<file path="config.mk">
export PLATFORM = sky130hd
export DESIGN_NAME = wb_register_bank
export DESIGN_NICKNAME = d
export VERILOG_FILES = /design/src/rtl/wb_register_bank.sv
export SDC_FILE = /design/constraint.sdc
export NUM_CORES = 2
export LEC_CHECK = 0
export CAP_MARGIN = 30
export CORE_MARGIN = 4
export CORE_UTILIZATION = 50
export CTS_CLUSTER_SIZE = 12
export DETAILED_ROUTE_END_ITERATION = 8
export GPL_TIMING_DRIVEN = 0
export PLACE_DENSITY = 0.76
export SYNTH_ARGS = -nofsm -noshare
export SYNTH_HDL_FRONTEND = slang
export SYNTH_SLANG_ARGS = --single-unit
export TNS_END_PERCENT = 10
</file>
<file path="constraint.sdc">
create_clock -name i_clk -period 71.6 [get_ports i_clk]
set_input_delay 10.74 -clock i_clk [delete_from_list [all_inputs] [get_ports i_clk]]
set_output_delay 10.74 -clock i_clk [all_outputs]
set_load 0.05 [all_outputs]
</file>
<file path="src/rtl/wb_register_bank.sv">
// Write-back register bank: MEM/WB result commit, two combinational read ports,
// and a ready/valid register-dump channel. Optional macro: REGBANK_WR_BYPASS_EN.
module wb_register_bank #(
    parameter int BUS_SIZE      = 32,
    parameter int REG_COUNT     = 32,
    parameter int REG_ADDR_SIZE = 5
) (
    input  logic                     i_clk,
    input  logic                     i_reset,
    input  logic                     i_enable,
    input  logic                     i_wb,
    input  logic                     i_mem_to_reg,
    input  logic [BUS_SIZE-1:0]      i_mem_result,
    input  logic [BUS_SIZE-1:0]      i_alu_result,
    input  logic [REG_ADDR_SIZE-1:0] i_addr_wr,
    input  logic [REG_ADDR_SIZE-1:0] i_addr_a,
    input  logic [REG_ADDR_SIZE-1:0] i_addr_b,
    output logic [BUS_SIZE-1:0]      o_data_a,
    output logic [BUS_SIZE-1:0]      o_data_b,
    input  logic                     i_dump_start,
    input  logic                     i_dump_ready,
    output logic                     o_dump_valid,
    output logic [REG_ADDR_SIZE-1:0] o_dump_index,
    output logic [BUS_SIZE-1:0]      o_dump_data,
    output logic                     o_dump_done
);

    // state | meaning
    // IDLE  | waiting for i_dump_start
    // SEND  | presenting reg[idx] until the consumer accepts it
    // DONE  | one-cycle completion pulse, then back to IDLE
    typedef enum logic [1:0] {
        ST_IDLE = 2'd0,
        ST_SEND = 2'd1,
        ST_DONE = 2'd2
    } state_t;

    logic [BUS_SIZE-1:0]      reg_q [REG_COUNT];
    logic [BUS_SIZE-1:0]      reg_d [REG_COUNT];
    logic [BUS_SIZE-1:0]      wr_data;
    logic                     wr_en;
    state_t                   state_q, state_d;
    logic [REG_ADDR_SIZE-1:0] idx_q, idx_d;

    assign wr_data = i_mem_to_reg ? i_mem_result : i_alu_result;
    assign wr_en   = i_enable && i_wb && (i_addr_wr != '0);

    always_comb begin
        reg_d = reg_q;
        if (wr_en) begin
            reg_d[i_addr_wr] = wr_data;
        end
    end

    always_ff @(posedge i_clk or posedge i_reset) begin
        if (i_reset) begin
            for (int i = 0; i < REG_COUNT; i++) begin
                reg_q[i] <= '0;
            end
        end else begin
            reg_q <= reg_d;
        end
    end

    // Index 0 is forced to zero on read as well, so it never depends on reg_q[0].
    always_comb begin
        o_data_a = '0;
        o_data_b = '0;
        if (i_addr_a != '0) begin
            o_data_a = reg_q[i_addr_a];
`ifdef REGBANK_WR_BYPASS_EN
            if (wr_en && (i_addr_a == i_addr_wr)) begin
                o_data_a = wr_data;
            end
`endif
        end
        if (i_addr_b != '0) begin
            o_data_b = reg_q[i_addr_b];
`ifdef REGBANK_WR_BYPASS_EN
            if (wr_en && (i_addr_b == i_addr_wr)) begin
                o_data_b = wr_data;
            end
`endif
        end
    end

    always_comb begin
        state_d = state_q;
        idx_d   = idx_q;
        case (state_q)
            ST_IDLE: begin
                idx_d = '0;
                if (i_dump_start) begin
                    state_d = ST_SEND;
                end
            end
            ST_SEND: begin
                if (i_dump_ready) begin
                    if (idx_q == REG_ADDR_SIZE'(REG_COUNT - 1)) begin
                        state_d = ST_DONE;
                        idx_d   = '0;
                    end else begin
                        idx_d = idx_q + REG_ADDR_SIZE'(1);
                    end
                end
            end
            ST_DONE: begin
                state_d = ST_IDLE;
                idx_d   = '0;
            end
            default: begin
                state_d = ST_IDLE;
                idx_d   = '0;
            end
        endcase
    end

    always_ff @(posedge i_clk or posedge i_reset) begin
        if (i_reset) begin
            state_q <= ST_IDLE;
            idx_q   <= '0;
        end else begin
            state_q <= state_d;
            idx_q   <= idx_d;
        end
    end

    // Dump data is the stored value only; bypass never applies here.
    assign o_dump_valid = (state_q == ST_SEND);
    assign o_dump_done  = (state_q == ST_DONE);
    assign o_dump_index = idx_q;
    assign o_dump_data  = (state_q == ST_SEND) ? reg_q[idx_q] : '0;

endmodule

</file>
==> metrics <==
status finished, violations left; failing checks DRC; gr usage total 0.560; Post-Synth Adder-Cell Area 0.000409; IO Port Bufs ~170; Root Buffer clkbuf_16; Simple-Gate Fraction of Synth Area 0.0817; multiplexer area fraction after synthesis 0.291; hold_buf cts 0; final setup vio count 0; Filler cells 10300; die area 128000 sq um; Worst Path Max Fanout 11; Inserted Clock Buffers approximately 120; Post-synth EDFFs 0; drt total wl approximately 360 mm; core outline area 122000 sq um; Clk Latency, worst-skew pair about 0.80 ns; sequential cell area fraction in the yosys report 0.421; Tot Pwr 2400 uW; main combinational cell family by area after synthesis multiplexers; top_reg_cell synth dfrtp_1; Period minus WS final ~27 ns; critical path data required time 60.86 ns; CTS sink count 1031; Synth Area in Compound Gates 0.154; Via density a little under 8; Synth async-reset ratio 1.00; Cells after Synth about 5500; post-synth cell types 50; Area Overhead vs Synth 16.1%; Max Fclk 0.0377 GHz; Worst Setup End Kind output port; clock slew at reported path FFs 0.06 ns; fin crit share 0.371; Arr. time, crit path between 15 and 20 ns; most frequent CP cell clkdlybuf4s50_1; Die Y around 360 um; Post-CTS Setup Inserts 0; min-delay worst type reg2reg; hpwl dp between 200 and 300 mm; CP Cell Sequence clkdlybuf4s50_1, or3_1, clkbuf_2, clkbuf_1, o221ai_1, a211oi_1, nor3_1, clkdlybuf4s50_1; Vias between 60000 and 70000; # rows roughly 130; DRT antenna net count 0; RSZ-0062 raised after global routing false; share of layout cells above drive strength 1 0.197; CP max stage delay ~0.92 ns; CTS tree done; Worst Skew 0.00500 ns; first-pass GRT wire length approximately 480 mm; Slew Viols, Final 0; Slew @ Worst Pin ~1.4 ns; H-tree Lvls 3; vias in the first global route roughly 57000; largest net degree at the start of global routing between 100 and 150; wire per inst 47.1 um; Final Hold Viols 0; Slew headroom 0.0611; IO Pins between 150 and 200; synthesized flop and latch total approximately 1000; TNS Setup 0 ns; worst vdd ir between 0.00004 and 0.00005 V; DR pass1 iterations 9; CP Class in2out; post-cts sizing count 0; synthesized cell area 61300 sq um; CTS Buffer Depth 3; DR iter-0 viols ~12000; Placer Congestion approximately 1.1; slowest CP cell clkbuf_1; DRC 5; syn nets roughly 5600; Synth warnings 0; die width around 360 um; Mean Syn Cell Area about 11 sq um; Cells after DPL around 7400; Startpoint Class input pin; number of max-cap violations 0; GRT overflow 0; XOR/XNOR share of the synthesized area 0; initial antenna violation count 25; pwr dens 33.7 nW/um^2; leak pwr ~0.03 uW; Layout Cells excl Fill approximately 7700; initial core utilization 0.503; Final nets about 6000
worst max-delay path: cells and delay by family:
kind	cells	cell delay, ns
AOI/OAI and AO/OA	2	1.15
and+or+nand+nor	2	0.57
buffers and inverters	4	3.32
layout by cell type (no fill, tap or decap), types with 33 or more instances in the layout:
cell type / n
o221ai_1: 63
buf_6: 60
clkbuf_16: 119
clkbuf_8: 33
o22ai_1: 95
clkdlybuf4s50_1: 172
mux4_2: 578
nor3_1: 33
mux2i_1: 447
o21ai_0: 412
a22oi_1: 35
dfrtp_1: 1031
or3_1: 36
a211oi_1: 96
buf_2: 103
nand2_1: 388
nor2b_1: 39
nor2_1: 628
clkbuf_1: 449
a21oi_1: 640
a22o_1: 64
buf_4: 59
buf_8: 85
a221oi_1: 63
report_power, final:
group	leakage [uW]	internal (uW)	switching, uW
Sequential	0.0134	682	133
Combinational	0.0141	340	597
Clock	0.00198	366	280
synth_stat cells (all sizes together) (4+ instances only):
cell / instances / area (sq um)
nand2b: 6 / 37.5
a22o: 64 / 561
a22oi: 35 / 263
buf: 206 / 1440
nor2: 629 / 2360
a31oi: 32 / 200
nand3: 4 / 20.0
o221ai: 63 / 552
mux2: 32 / 360
a221oi: 63 / 552
nor2b: 39 / 244
dfrtp: 1031 / 25800
a221o: 32 / 320
nand2: 388 / 1460
o21ai: 418 / 2090
mux4: 578 / 13000
or2: 33 / 206
a21oi: 640 / 3200
o22ai: 95 / 594
clkbuf: 447 / 1680
a211oi: 96 / 721
nand3b: 6 / 45.0
or3: 36 / 225
mux2i: 447 / 4470
or3b: 5 / 43.8
nor3: 41 / 245
a2111oi: 32 / 380
metrics by stage:
stage / utilization / hold slack (ns) / setup WS [ns] / cell area [sq um]
2_1_floorplan: - / 0.408 / 31.85 / 61300
3_3_place_gp: 0.534 / 0.417 / 19.24 / 65000
3_5_place_dp: 0.549 / 0.439 / 45.60 / 66800
4_1_cts: 0.582 / 0.446 / 45.54 / 70800
5_1_grt: 0.584 / 0.479 / 45.39 / 71100
6_report: 0.584 / 0.446 / 45.05 / 71100
logic make-up after synthesis:
| kind of cell | Yosys count |
|---|---|
| and+or+nand+nor | 1201 |
| DFF | 1031 |
| AOI/OAI and AO/OA | 1571 |
| adders and majority gates | 2 |
| buffers and inverters | 656 |
| muxes | 1057 |
registers in the layout, indices dropped and copies added (netlist names):
register      flops
state_q           2
reg_q          1024
o_dump_index      5
area by class of cell:
cell class,count,area [sq um],share of cell area
Timing Repair Buffer,314,3760,0.0528
Sequential cell,1031,25800,0.363
Buffer,653,3130,0.0441
Tap cell,1625,2030,0.0286
Multi-Input combinational cell,3831,32300,0.455
Clock buffer,164,3480,0.0489
Inverter,3,18.8,0.000264
Clock inverter,47,512,0.00719
Antenna cell,22,55.1,0.000774
routing by layer:
layer / global-route usage / part of all wire
met1: 0.656 / 0.32
met2: 0.725 / 0.38
met3: 0.316 / 0.18
met4: 0.484 / 0.12
met5: 0.0362 / 0.0023
final timing paths:
path | cells after the start | slack (ns) | from | to
max | 8 | 45.05 | i_addr_b[3] | o_data_b[18]
min | 1 | 0.45 | state_q[1] | state_q[0]
max reg2reg | 8 | 68.53 | o_dump_index[1] | o_dump_index[3]
min reg2reg | 1 | 0.45 | state_q[1] | state_q[0]
max in group asynchronous | 5 | 59.29 | i_reset | reg_q[166]
min in group asynchronous | 2 | 10.38 | i_reset | reg_q[596]
(Power assumes the default switching activity.)
